===== config.mk =====
export PLATFORM = sky130hd
export DESIGN_NAME = ifetch
export DESIGN_NICKNAME = d
export VERILOG_FILES = /design/src/rtl/core_pkg.sv /design/src/rtl/fetch_skid.sv /design/src/rtl/ifetch.sv
export SDC_FILE = /design/constraint.sdc
export NUM_CORES = 1
export LEC_CHECK = 0
export ABC_AREA = 1
export CAP_MARGIN = 20
export CORE_UTILIZATION = 52
export DETAILED_ROUTE_END_ITERATION = 12
export HOLD_SLACK_MARGIN = 0.03
export PLACE_DENSITY = 0.9
export SKIP_LAST_GASP = 1
export SYNTH_ARGS = -nofsm -noshare
export SYNTH_HDL_FRONTEND = slang
export SYNTH_SLANG_ARGS = --single-unit

===== constraint.sdc =====
create_clock -name clock -period 5.8 [get_ports clock]
set_input_delay 0.87 -clock clock [delete_from_list [all_inputs] [get_ports clock]]
set_output_delay 0.87 -clock clock [all_outputs]
set_load 0.05 [all_outputs]

===== src/rtl/core_pkg.sv =====
// Shared core constants: datapath width, default reset PC and the NOP encoding.
package core_pkg;

    localparam int          XLEN     = 32;
    localparam logic [31:0] RESET_PC = 32'h0000_0000;
    // addi x0, x0, 0
    localparam logic [31:0] NOP      = 32'h0000_0013;

endpackage


===== src/rtl/fetch_skid.sv =====
// One-entry pc/instr skid buffer. Captures a ROM response that decode did not
// take so the ROM can be re-pointed without losing the word. A flush (redirect)
// empties it. hold_next_valid tells the top whether the buffer will be occupied
// next cycle, which is what gates the next ROM read.
module fetch_skid
    import core_pkg::*;
#(
    parameter int W = XLEN
) (
    input  logic         clock,
    input  logic         reset,
    input  logic         flush,
    input  logic         fire,
    input  logic         resp_valid,
    input  logic [W-1:0] resp_pc,
    input  logic [W-1:0] resp_instr,
    output logic         hold_valid,
    output logic [W-1:0] hold_pc,
    output logic [W-1:0] hold_instr,
    output logic         hold_next_valid
);

    logic [W-1:0] hold_next_pc;
    logic [W-1:0] hold_next_instr;

    // Next buffer contents: keep an unconsumed held entry, otherwise capture an
    // unconsumed response; a flush drops everything.
    always_comb begin
        hold_next_valid = 1'b0;
        hold_next_pc    = hold_pc;
        hold_next_instr = hold_instr;
        if (flush) begin
            hold_next_valid = 1'b0;
        end else if (hold_valid) begin
            if (!fire) begin
                hold_next_valid = 1'b1;
            end else if (resp_valid) begin
                // The held entry was the one presented, so the response is still pending.
                hold_next_valid = 1'b1;
                hold_next_pc    = resp_pc;
                hold_next_instr = resp_instr;
            end
        end else if (resp_valid && !fire) begin
            hold_next_valid = 1'b1;
            hold_next_pc    = resp_pc;
            hold_next_instr = resp_instr;
        end
    end

    // Buffer registers; payload clears on reset so outputs read zero.
    always_ff @(posedge clock or posedge reset) begin
        if (reset) begin
            hold_valid <= 1'b0;
            hold_pc    <= '0;
            hold_instr <= '0;
        end else begin
            hold_valid <= hold_next_valid;
            hold_pc    <= hold_next_pc;
            hold_instr <= hold_next_instr;
        end
    end

endmodule


===== src/rtl/ifetch.sv =====
// Instruction fetch stage in front of a synchronous-read ROM. Owns the PC,
// pairs each ROM word with the PC that fetched it and hands (pc, instr) to
// decode. Redirects from execute take effect in the cycle they are raised.
//
// Handshake: an instruction transfers in a cycle where out_valid and out_ready
// are both high. While out_valid is high and out_ready low, out_pc/out_instr
// hold steady; only a redirect may withdraw a presented instruction.
module ifetch #(
    parameter int              XLEN     = core_pkg::XLEN,
    parameter int              MEMSIZE  = 32 * 1024,
    parameter logic [XLEN-1:0] RESET_PC = core_pkg::RESET_PC,
    localparam int             AW       = $clog2(MEMSIZE)
) (
    input  logic            clock,
    input  logic            reset,
    output logic [AW-1:0]   rom_addr,
    input  logic [XLEN-1:0] rom_data,
    input  logic            redirect_valid,
    input  logic [XLEN-1:0] redirect_pc,
    output logic            out_valid,
    input  logic            out_ready,
    output logic [XLEN-1:0] out_pc,
    output logic [XLEN-1:0] out_instr
);

    logic [XLEN-1:0] fetch_pc;
    logic            resp_valid;
    logic [XLEN-1:0] resp_pc;
    logic            hold_valid;
    logic [XLEN-1:0] hold_pc;
    logic [XLEN-1:0] hold_instr;
    logic            hold_next_valid;
    logic [XLEN-1:0] issue_pc;
    logic            issue;
    logic            fire;

    // Word-aligned redirect target wins over the sequential PC.
    assign issue_pc = redirect_valid ? (redirect_pc & ~XLEN'(3)) : fetch_pc;
    // A redirect always empties the skid buffer, so it always issues too.
    assign issue    = ~hold_next_valid;
    // When not issuing, issue_pc equals fetch_pc and the re-read is ignored.
    assign rom_addr = issue_pc[AW-1:0];

    assign out_valid = (hold_valid | resp_valid) & ~redirect_valid;
    assign fire      = out_valid & out_ready;

    // Present the held entry first, else the live ROM response, else zeros.
    always_comb begin
        out_pc    = '0;
        out_instr = '0;
        if (hold_valid) begin
            out_pc    = hold_pc;
            out_instr = hold_instr;
        end else if (resp_valid) begin
            out_pc    = resp_pc;
            out_instr = rom_data;
        end
    end

    // PC and in-flight read tracking.
    always_ff @(posedge clock or posedge reset) begin
        if (reset) begin
            fetch_pc   <= RESET_PC;
            resp_valid <= 1'b0;
            resp_pc    <= '0;
        end else if (issue) begin
            fetch_pc   <= issue_pc + XLEN'(4);
            resp_valid <= 1'b1;
            resp_pc    <= issue_pc;
        end else begin
            resp_valid <= 1'b0;
        end
    end

    fetch_skid #(
        .W (XLEN)
    ) u_skid (
        .clock           (clock),
        .reset           (reset),
        .flush           (redirect_valid),
        .fire            (fire),
        .resp_valid      (resp_valid),
        .resp_pc         (resp_pc),
        .resp_instr      (rom_data),
        .hold_valid      (hold_valid),
        .hold_pc         (hold_pc),
        .hold_instr      (hold_instr),
        .hold_next_valid (hold_next_valid)
    );

endmodule

==> results_dict.tcl <==
set metrics [dict create \
    status "finished, final reports clean" \
    r2r_end "fetch_pc[20]" \
    fin_setup_tns_ns 0 \
    crit_chain "clkdlybuf4s50_1, buf_4, inv_2, nand2_1, nand2_1, clkdlybuf4s50_1" \
    grt_pass1_vias 5806 \
    ios 148 \
    cts_hold_buffers 0 \
    dp_hpwl_um 11630 \
    vias 6492 \
    diodes 0 \
    min_period_over_period 0.7159 \
    cts_root_buf "clkbuf_16" \
    clkLatencyLatePin_ns 0.42 \
    reg2regPathDepth 8 \
    overflow 0 \
    syn_to_final_growth_pct 27.68 \
    synth_mux_area_frac 0 \
    avgSynthCellArea_um2 7.203 \
    power.share.clock 0.260 \
    core_um2 12820 \
    layout-drive-gt1-share 0.06741 \
    cts_resized 0 \
    worst_pin_slew_ns 0.8150 \
    relSlewSlack 0.4567 \
    wl_um 17370 \
    slowest_delay_ns 0.87 \
    hp-class "flip-flop to flip-flop" \
    cts_buffer_depth 2 \
    fin_skew_ns 0.009255 \
    swShare 0.3987 \
    crit_buf_inv 4 \
    ys_seq_area_frac 0.4623 \
    slew_violations 0 \
    yosys.area_share.xor_xnor 0.003792 \
    yosys_warnings 0 \
    row_count 41 \
    numPortBuffers 145 \
    ir_drop_mv 0.1620 \
    crit_arrival_ns 3.28 \
    cts_tree "yes" \
    die-area_um2 13790 \
    worst-path-stages 6 \
    h-tree-depth 4 \
    wl_per_cell_um 13.84 \
    nets 1141 \
    start_util 0.5403 \
    grt_usage 0.2620 \
    start_kind "primary input" \
    grt_pass1_wl_um 28750 \
    power_switching_mw 1.390 \
    syn_area_um2 6929 \
    drtIter0Drc 605 \
    p_seq_frac 0.356 \
    ant_nets 0 \
    place.gp.congestion 0.9278 \
    syn_nets 1031 \
    synth_top_family_by_area "simple AND/OR/NAND/NOR gates" \
    synthCells 962 \
    final_core_util 0.6899 \
    max_freq_mhz 240.8 \
    crit_fanout 41 \
    crit_family "buffers and inverters" \
    clock-sinks 128 \
    slowest_stage "clkdlybuf4s50_1" \
    period_minus_slack_ns 4.152 \
    rsz0062_at_grt "no" \
    crit_end "rom_addr[4]" \
    multi_input_area_um2 2980 \
    maxCapViolCount 0 \
    yosys_register_bits 128 \
    die_w_um 117.4 \
    startpoint "redirect_valid" \
    nFillCells 1034 \
    ys_types 32 \
    yosys.area_share.adder 0.001806 \
    clkTransAtPathRegs_ns 0.05 \
    seq_area_um2 3204 \
    comb_power_share 0.383 \
    powerDensity_nw_per_um2 394.0 \
    worstPathRequired_ns 4.93 \
    p_int_mw 2.096 \
    grt_max_degree 77 \
    finalSetupViolations 0 \
    power.total_mw 3.485 \
    crit_type "primary input to output port" \
    synthSimpleGateAreaFrac 0.2956 \
    antenna_found_initial 0 \
    dieHeight_um 117.4 \
    timing.rr.start "u_skid.hold_valid" \
    first_pass_iters 5 \
    remaining_drc_errors 0 \
    end_kind "output port" \
    hold_violations 0 \
    cts_setup_buffers 0 \
    r2r_setup_slack_ns 2.91 \
    synth-compound-area-share 0.1264 \
    cts_buffers 17 \
    cellLeakagePower_nw 4.236 \
    via_per_inst 5.173 \
]
cells in the final DEF, fill, tap and decap left out:
cell | Yosys | final
xnor2_1 | 2 | 2
clkbuf_16 | 0 | 17
o21ai_2 | 1 | 1
nand2_2 | 13 | 13
inv_1 | 106 | 105
a31oi_1 | 2 | 2
or2_0 | 1 | 1
dfrtp_2 | 0 | 1
nand3_2 | 0 | 1
clkdlybuf4s50_1 | 0 | 145
nor2_1 | 39 | 39
clkinv_1 | 1 | 1
clkinv_2 | 0 | 7
buf_16 | 0 | 1
ha_1 | 1 | 1
o211ai_1 | 1 | 1
o21a_1 | 1 | 1
clkbuf_1 | 28 | 4
a21oi_1 | 2 | 2
nor2_2 | 9 | 9
buf_4 | 16 | 6
nand2_4 | 1 | 1
or2_1 | 4 | 4
nand3_4 | 1 | 2
dfrtp_1 | 128 | 127
and2_1 | 4 | 4
nand3b_1 | 7 | 7
inv_4 | 0 | 1
nand3_1 | 52 | 50
clkbuf_8 | 0 | 1
nand2_1 | 349 | 349
clkinvlp_4 | 0 | 1
o21ai_0 | 160 | 160
o22ai_1 | 1 | 1
xor2_1 | 1 | 1
nor2_4 | 5 | 5
inv_2 | 6 | 6
o21bai_1 | 3 | 3
worst min path at each step:
stage | end | start | slack [ns] | depth (start not counted)
detailed placement | fetch_pc[3] | fetch_pc[3] | 0.46 | 2
finish | fetch_pc[3] | fetch_pc[3] | 0.47 | 2
CTS | fetch_pc[3] | fetch_pc[3] | 0.48 | 2
floorplan | fetch_pc[3] | fetch_pc[3] | 0.44 | 2
global route | fetch_pc[3] | fetch_pc[3] | 0.50 | 2
global placement | fetch_pc[3] | fetch_pc[3] | 0.46 | 2
sequential cells by signal (all words and copies together) (netlist names):
name / count
fetch_pc: 32
u_skid.hold_instr: 32
u_skid.hold_pc: 32
resp_pc: 30
resp_valid: 1
u_skid.hold_valid: 1
worst reg2reg max path: stages (launching register included):
cell	delay, ns
dfrtp_2	0.35
buf_4	0.56
nor2_1	0.11
nor2_2	0.22
nand3_2	0.56
buf_4	0.54
nand2_1	0.21
o21bai_1	0.12
nand3_1	0.10
synthesized netlist by cell type:
| master | instances | share of area |
|---|---|---|
| clkbuf_1 | 28 | 0.015 |
| nor2_4 | 5 | 0.0081 |
| nand3_1 | 52 | 0.038 |
| and2_1 | 4 | 0.0036 |
| clkinv_1 | 1 | 0.00054 |
| inv_1 | 106 | 0.057 |
| xor2_1 | 1 | 0.0013 |
| nor2_2 | 9 | 0.0081 |
| buf_4 | 16 | 0.017 |
| nand2_4 | 1 | 0.0016 |
| dfrtp_1 | 128 | 0.46 |
| nor2_1 | 39 | 0.021 |
| ha_1 | 1 | 0.0018 |
| o21bai_1 | 3 | 0.0033 |
| o21a_1 | 1 | 0.0011 |
| a31oi_1 | 2 | 0.0018 |
| o21ai_0 | 160 | 0.12 |
| a21oi_1 | 2 | 0.0014 |
| o211ai_1 | 1 | 0.0011 |
| o21ai_2 | 1 | 0.0013 |
| inv_2 | 6 | 0.0033 |
| or2_0 | 1 | 0.00090 |
| nand2_2 | 13 | 0.012 |
| buf_2 | 10 | 0.0072 |
| xnor2_1 | 2 | 0.0025 |
| buf_6 | 5 | 0.0081 |
| nand2_1 | 349 | 0.19 |
| or2_1 | 4 | 0.0036 |
| nand3b_1 | 7 | 0.0076 |
| buf_1 | 2 | 0.0011 |
| o22ai_1 | 1 | 0.00090 |
| nand3_4 | 1 | 0.0025 |
per-stage QoR:
| step | hold slack, ns | instance area, µm² | worst slack (ns) | cells |
|---|---|---|---|---|
| after global placement | 0.4641 | 8323 | 1.698 | 1224 |
| after global routing | 0.4991 | 8847 | 1.545 | 1255 |
| after floorplan | 0.4422 | 6929 | 1.517 | 962 |
| final | 0.4713 | 8847 | 1.648 | 1255 |
| after detailed placement | 0.4644 | 8351 | 1.682 | 1225 |
| after CTS | 0.4759 | 8847 | 1.673 | 1255 |
cells by family (layout without fill, tap and decap cells):
| kind of cell | count (synthesis) | in the layout |
|---|---|---|
| and+or+nand+nor | 485 | 485 |
| AOI/OAI and AO/OA | 171 | 171 |
| buffers and inverters | 174 | 295 |
| DFF | 128 | 128 |
| xor gates and xnor gates | 3 | 3 |
| adders and majority gates | 1 | 1 |
layout make-up:
type | count | area share
sequential | 128 | 0.3622
tap | 172 | 0.02432
clock inverter | 8 | 0.004808
clock buffer | 22 | 0.05134
timing repair buffer | 152 | 0.1723
inverter | 113 | 0.04823
multi-input combinational | 660 | 0.3369
per-layer routing:
metal | vias up | global-route usage | share of wire | wire length, µm
li1 | 3217 | - | - | -
met3 | 35 | 0.04912 | 0.071 | 1236
met4 | 0 | 0.1169 | 0.026 | 444
met1 | 2938 | 0.3644 | 0.45 | 7750
met2 | 302 | 0.3976 | 0.46 | 7938
met5 | - | 0 | 0 | 0
power by group through the flow:
stage               sequential [mW]  clock (mW)  combinational [mW]
global route                   1.27       0.967                1.45
finish                         1.24       0.907                1.34
detailed placement             1.25           0                1.33
global placement               1.24           0                1.30
floorplan                      1.23           0               0.946
CTS                            1.24       0.921                1.34
No activity file was read; power rests on OpenSTA's default activity.
==> variant 1: new RTL, same flow settings <==
Make the reset (`reset`) synchronous in 2 clocked blocks.
--- a/src/rtl/fetch_skid.sv
+++ b/src/rtl/fetch_skid.sv
@@ -48,7 +48,7 @@
     end
 
     // Buffer registers; payload clears on reset so outputs read zero.
-    always_ff @(posedge clock or posedge reset) begin
+    always_ff @(posedge clock) begin
         if (reset) begin
             hold_valid <= 1'b0;
             hold_pc    <= '0;
--- a/src/rtl/ifetch.sv
+++ b/src/rtl/ifetch.sv
@@ -58,7 +58,7 @@
     end
 
     // PC and in-flight read tracking.
-    always_ff @(posedge clock or posedge reset) begin
+    always_ff @(posedge clock) begin
         if (reset) begin
             fetch_pc   <= RESET_PC;
             resp_valid <= 1'b0;
Function: differs if reset is asserted again (counterexample within 4 cycles, from zero or initial values and one cycle with reset high); with reset held inactive, the same outputs for 4 cycles.
==> variant 1 against the unedited design <==
  * Via count rose by 1.8%
  * Area after synthesis down 7.0%
  * Sequential cell count stayed put
  * Routed wire length rose by 4.5%
  * Count of clock-buffer cells in the layout down 4
  * Critical endpoint is now out_pc[27]
  * Non-clock buffer count did not move
  * Critical path depth down 2
  * Largest cell class is now multi-input gates
  * Synthesized cell count down 2.4%
  * Register-to-register slack worse by 0.66 ns
  * Design area shrank 4.6%
  * Setup slack gained 0.31 ns
  * Maximum frequency up 8.0%
Power is not compared: it rests on default switching activity, and its combinational part moved more than twofold at a synthesized area within 25%.
==> variant 1: results (changes against the unedited design) <==
via density per instance: 5.433 (was 5.173)
Placed Cells: 1,185 (was 1,225)
GR Layer Usage met3: 6.160% (was 4.912%)
Async SR Flop Fraction: 0% (was 100.0%)
GRT met1 Usage: 35.04% (was 36.44%)
Vias: 6,612 (was 6,492)
Mapped Nets: 1,008 (was 1,031)
maximum vdd drop: 0.2184 mV
GR Util All Layers: 28.44% (was 26.20%)
hpwl dp: 11.23 mm (was 11.63 mm)
post-synthesis compound-gate area fraction: 16.54% (was 12.64%)
largest cells by area after synthesis: dfxtp_1 (40%), nand2_1 (15%), nor2_1 (5.8%), o21ai_0 (5.7%), nand3_1 (4.7%) (was dfrtp_1 (46%), nand2_1 (19%), o21ai_0 (12%), inv_1 (5.7%), nand3_1 (3.8%))
Area after DPL: 0.007762 mm2 (was 0.008351 mm2)
multiplexer area fraction after synthesis: 0.1553% (was 0%)
largest net degree at the start of global routing: 66 (was 77)
1st-iter DRT viols: 610 (was 605)
gp weighted congestion: 0.8876 (was 0.9278)
top cells by count, synth: nand2_1 (258), dfxtp_1 (128), nor2_1 (100), o21ai_0 (74), inv_1 (66) (was nand2_1 (349), o21ai_0 (160), dfrtp_1 (128), inv_1 (106), nand3_1 (52))
register area share after synthesis: 39.77% (was 46.23%)
Synth Flop Type: dfxtp_1 (was dfrtp_1)
pre-CTS setup slack: 2.136 ns (was 1.682 ns)
M2 GR Usage: 46.91% (was 39.76%)
Cell variety after synth: 35 (was 32)
fillers: 978 (was 1,034)
drt total wl: 18.16 mm (was 17.37 mm)
fmax: 260.1 MHz (was 240.8 MHz)
post-synthesis xor/xnor area fraction: 1.359% (was 0.3792%)
Reg2Reg Setup Slack: 2.25 ns (was 2.91 ns)
vias in the first global route: 6,104 (was 5,806)
first-pass GRT wire length: 29.08 mm (was 28.75 mm)
Final #Nets: 1,105 (was 1,141)
Worst Path Arrival: 2.97 ns (was 3.28 ns)
H-tree depth: 4 (unchanged)
Resized cells post-CTS: 0 (unchanged)
Worst Skew: 0.006792 ns (was 0.009255 ns)
worst hold slack: 0.4521 ns (was 0.4713 ns)
Hold/Removal Path Class: flip-flop to flip-flop (unchanged)
status: finished clean (unchanged)
worst slew pin tran: 1.009 ns (was 0.8150 ns)
layout cells sized above 1: 8.675% (was 6.741%)
Post-Synthesis Cells: 939 (was 962)
variant 1: power breakdown:
part	leakage [nW]	switching (mW)	internal, mW	total (mW)
clock	0.318	0.406	0.816	1.22
combinational	1.99	0.296	0.153	0.449
sequential	1.05	0.0248	0.933	0.958
variant 1: cells by family (layout without fill, tap and decap cells):
logic type,Yosys count,after routing
AOI/OAI and AO/OA,182,182
xor gates and xnor gates,10,10
buffers and inverters,148,258
and+or+nand+nor,469,469
adders and majority gates,1,1
muxes,1,1
DFF,128,128
variant 1: final cells by class:
type	instances	area [um2]	share of cell area (%)
multi-input combinational	663	3212	38.06
inverter	74	277.8	3.291
clock inverter	14	237.7	2.817
clock buffer	18	439.2	5.204
sequential	128	2564	30.38
tap	168	210.2	2.491
timing repair buffer	152	1499	17.76
variant 1: final timing paths:
kind                            cells after the start                         to                          from
worst max-delay path                                4                 out_pc[27]  u_skid.hold_valid$_SDFF_PP0_
worst min-delay path                                2  fetch_pc[31]$_SDFFE_PP0N_     fetch_pc[31]$_SDFFE_PP0N_
worst max register to register                     10  fetch_pc[30]$_SDFFE_PP0N_  u_skid.hold_valid$_SDFF_PP0_
worst min register to register                      2  fetch_pc[31]$_SDFFE_PP0N_     fetch_pc[31]$_SDFFE_PP0N_
variant 1: routing by layer:
layer | wire (um) | share of wire, %
met2 | 8698 | 48
met1 | 7615 | 42
met5 | 0 | 0
met4 | 598 | 3.3
met3 | 1245 | 6.9
variant 1: worst max-delay path, stage by stage, from the launching register on:
cell and delay (ns):
dfxtp_2 0.90, buf_4 0.57, nand2_1 0.11, o31ai_1 0.10
clkdlybuf4s50_1 0.87
==> variant 2: new RTL, same flow settings <==
Made on the original files. `XLEN`: 32 -> 48.
--- a/src/rtl/core_pkg.sv
+++ b/src/rtl/core_pkg.sv
@@ -1,7 +1,7 @@
 // Shared core constants: datapath width, default reset PC and the NOP encoding.
 package core_pkg;
 
-    localparam int          XLEN     = 32;
+    localparam int          XLEN     = 48;
     localparam logic [31:0] RESET_PC = 32'h0000_0000;
     // addi x0, x0, 0
     localparam logic [31:0] NOP      = 32'h0000_0013;
Interface: changed (resized out_instr, out_pc, redirect_pc and rom_data); port bits go from 148 to 212. No check against the original RTL was run, so the function may have changed too.
==> variant 2 against the unedited design <==
  * Power is 46% higher
  * Routed wire length rose by 66%
  * Sequential cell count is 64 higher
  * Combinational power up 51%
  * Area after synthesis grew 54%
  * Clock skew down 0.00064 ns
  * Largest power group unchanged
  * Setup slack gained 0.25 ns
  * Largest cell class unchanged
  * Design area increased by 51%
  * Highest routed layer unchanged
==> variant 2: results (changes against the unedited design) <==
Final #Nets: 1,743 (was 1,141)
Port-buffer cells: 209 (was 145)
gp weighted congestion: 0.9400 (was 0.9278)
largest net degree at the start of global routing: 193 (was 77)
Worst Path Arrival: 3.03 ns (was 3.28 ns)
GR Util All Layers: 27.44% (was 26.20%)
vias in the first global route: 9,416 (was 5,806)
CP max FO: 53 (was 41)
maximum vdd drop: 0.2431 mV (was 0.1620 mV)
Worst-path clk slew: 0.07 ns (was 0.05 ns)
status: finished clean (unchanged)
pre-CTS setup slack: 1.912 ns (was 1.682 ns)
fillers: 1,664 (was 1,034)
via density per instance: 5.341 (was 5.173)
largest registers: fetch_pc x48, u_skid.hold_instr x48, u_skid.hold_pc x48 (was fetch_pc x32, u_skid.hold_instr x32, u_skid.hold_pc x32)
drt total wl: 28.84 mm (was 17.37 mm)
largest cells by area after synthesis: dfrtp_1 (45%), nand2_1 (19%), o21ai_0 (12%), inv_1 (6.3%), nand3_1 (3.9%) (was dfrtp_1 (46%), nand2_1 (19%), o21ai_0 (12%), inv_1 (5.7%), nand3_1 (3.8%))
layout cells sized above 1: 6.767% (was 6.741%)
Mapped Nets: 1,595 (was 1,031)
Reg-to-Reg End: fetch_pc[5]$_DFFE_PP0N_ (was fetch_pc[20]$_DFFE_PP0N_)
1st-iter DRT viols: 1,065 (was 605)
Reg2Reg Setup Slack: 2.51 ns (was 2.91 ns)
register area share after synthesis: 45.01% (was 46.23%)
Worst Skew: 0.008613 ns (was 0.009255 ns)
top cells by count, synth: nand2_1 (528), o21ai_0 (247), dfrtp_1 (192), inv_1 (178), nand3_1 (83) (was nand2_1 (349), o21ai_0 (160), dfrtp_1 (128), inv_1 (106), nand3_1 (52))
worst slew pin tran: 1.066 ns (was 0.8150 ns)
hpwl dp: 19.79 mm (was 11.63 mm)
Pleak: 6.347 nW (was 4.236 nW)
## variant 2: cell types whose count changed in the layout (fill, tap and decap cells not counted), sizes merged, moves of 17 or more
| cell | change |
|---|---|
| nand4 | +17 |
| nor2 | +33 |
| o21ai | +91 |
| nand2 | +190 |
| dfrtp | +64 |
| clkdlybuf4s50 | +63 |
| inv | +76 |
| nand3 | +31 |
## variant 2: per-stage QoR
step	instance area, um2	utilization (%)	std cells	hold WS, ns
final	13330	66.11	1925	0.4840
after floorplan	10680	-	1494	0.4422
after detailed placement	12720	63.09	1892	0.4678
after global routing	13330	66.11	1925	0.5043
after CTS	13310	66.01	1924	0.4847
after global placement	12720	63.09	1892	0.4565
## variant 2: area by class of cell
cell class                      instances  share of cell area (%)
Clock buffer                           18                   3.294
Tap cell                              270                   2.534
Sequential cell                       192                   36.04
Clock inverter                         14                   1.126
Timing Repair Buffer                  218                   16.35
Multi-Input combinational cell       1030                   35.48
Inverter                              183                   5.180
## variant 2: logic make-up (layout without fill, tap and decap cells)
logic type,after synthesis,count (layout),synth area share (%)
DFF,192,192,45.01
adders and majority gates,1,1,0.1172
and+or+nand+nor,751,751,30.30
AOI/OAI and AO/OA,274,274,13.38
buffers and inverters,272,433,10.87
xor gates and xnor gates,4,4,0.3281
## variant 2: how the worst max path moves through the flow
stage | from | endpoint | slack, ns | cells past startpoint
6_report | redirect_valid | rom_addr[10] | 1.90 | 5
4_1_cts | resp_valid$_DFF_PP0_ | out_instr[28] | 1.91 | 6
2_1_floorplan | reset | fetch_pc[0]$_DFFE_PP0N_ | 2.45 | 1
5_1_grt | redirect_valid | rom_addr[10] | 1.74 | 5
3_5_place_dp | redirect_valid | rom_addr[10] | 1.91 | 5
3_3_place_gp | redirect_valid | rom_addr[10] | 1.96 | 5
## variant 2: worst max-delay path: stages
cell and delay (ns):
buf_2 0.19, inv_2 0.74, nand2_1 0.15, nand2_2 0.21, clkdlybuf4s50_1 0.86
## variant 2: power breakdown
part | switching (mW) | internal [mW]
registers | 0.174 | 1.70
clock network | 0.560 | 0.621
logic | 1.39 | 0.628
total | 2.13 | 2.94
## variant 2: routing by layer
| layer | track usage, % | wire, um | share of wire, % | up-vias |
|---|---|---|---|---|
| met5 | 0 | 0 | 0 | - |
| met4 | 11.32 | 985 | 3.4 | 0 |
| met3 | 4.654 | 2107 | 7.3 | 83 |
| met2 | 43.00 | 13230 | 46 | 480 |
| met1 | 37.80 | 12520 | 43 | 4744 |
| li1 | - | - | - | 4974 |
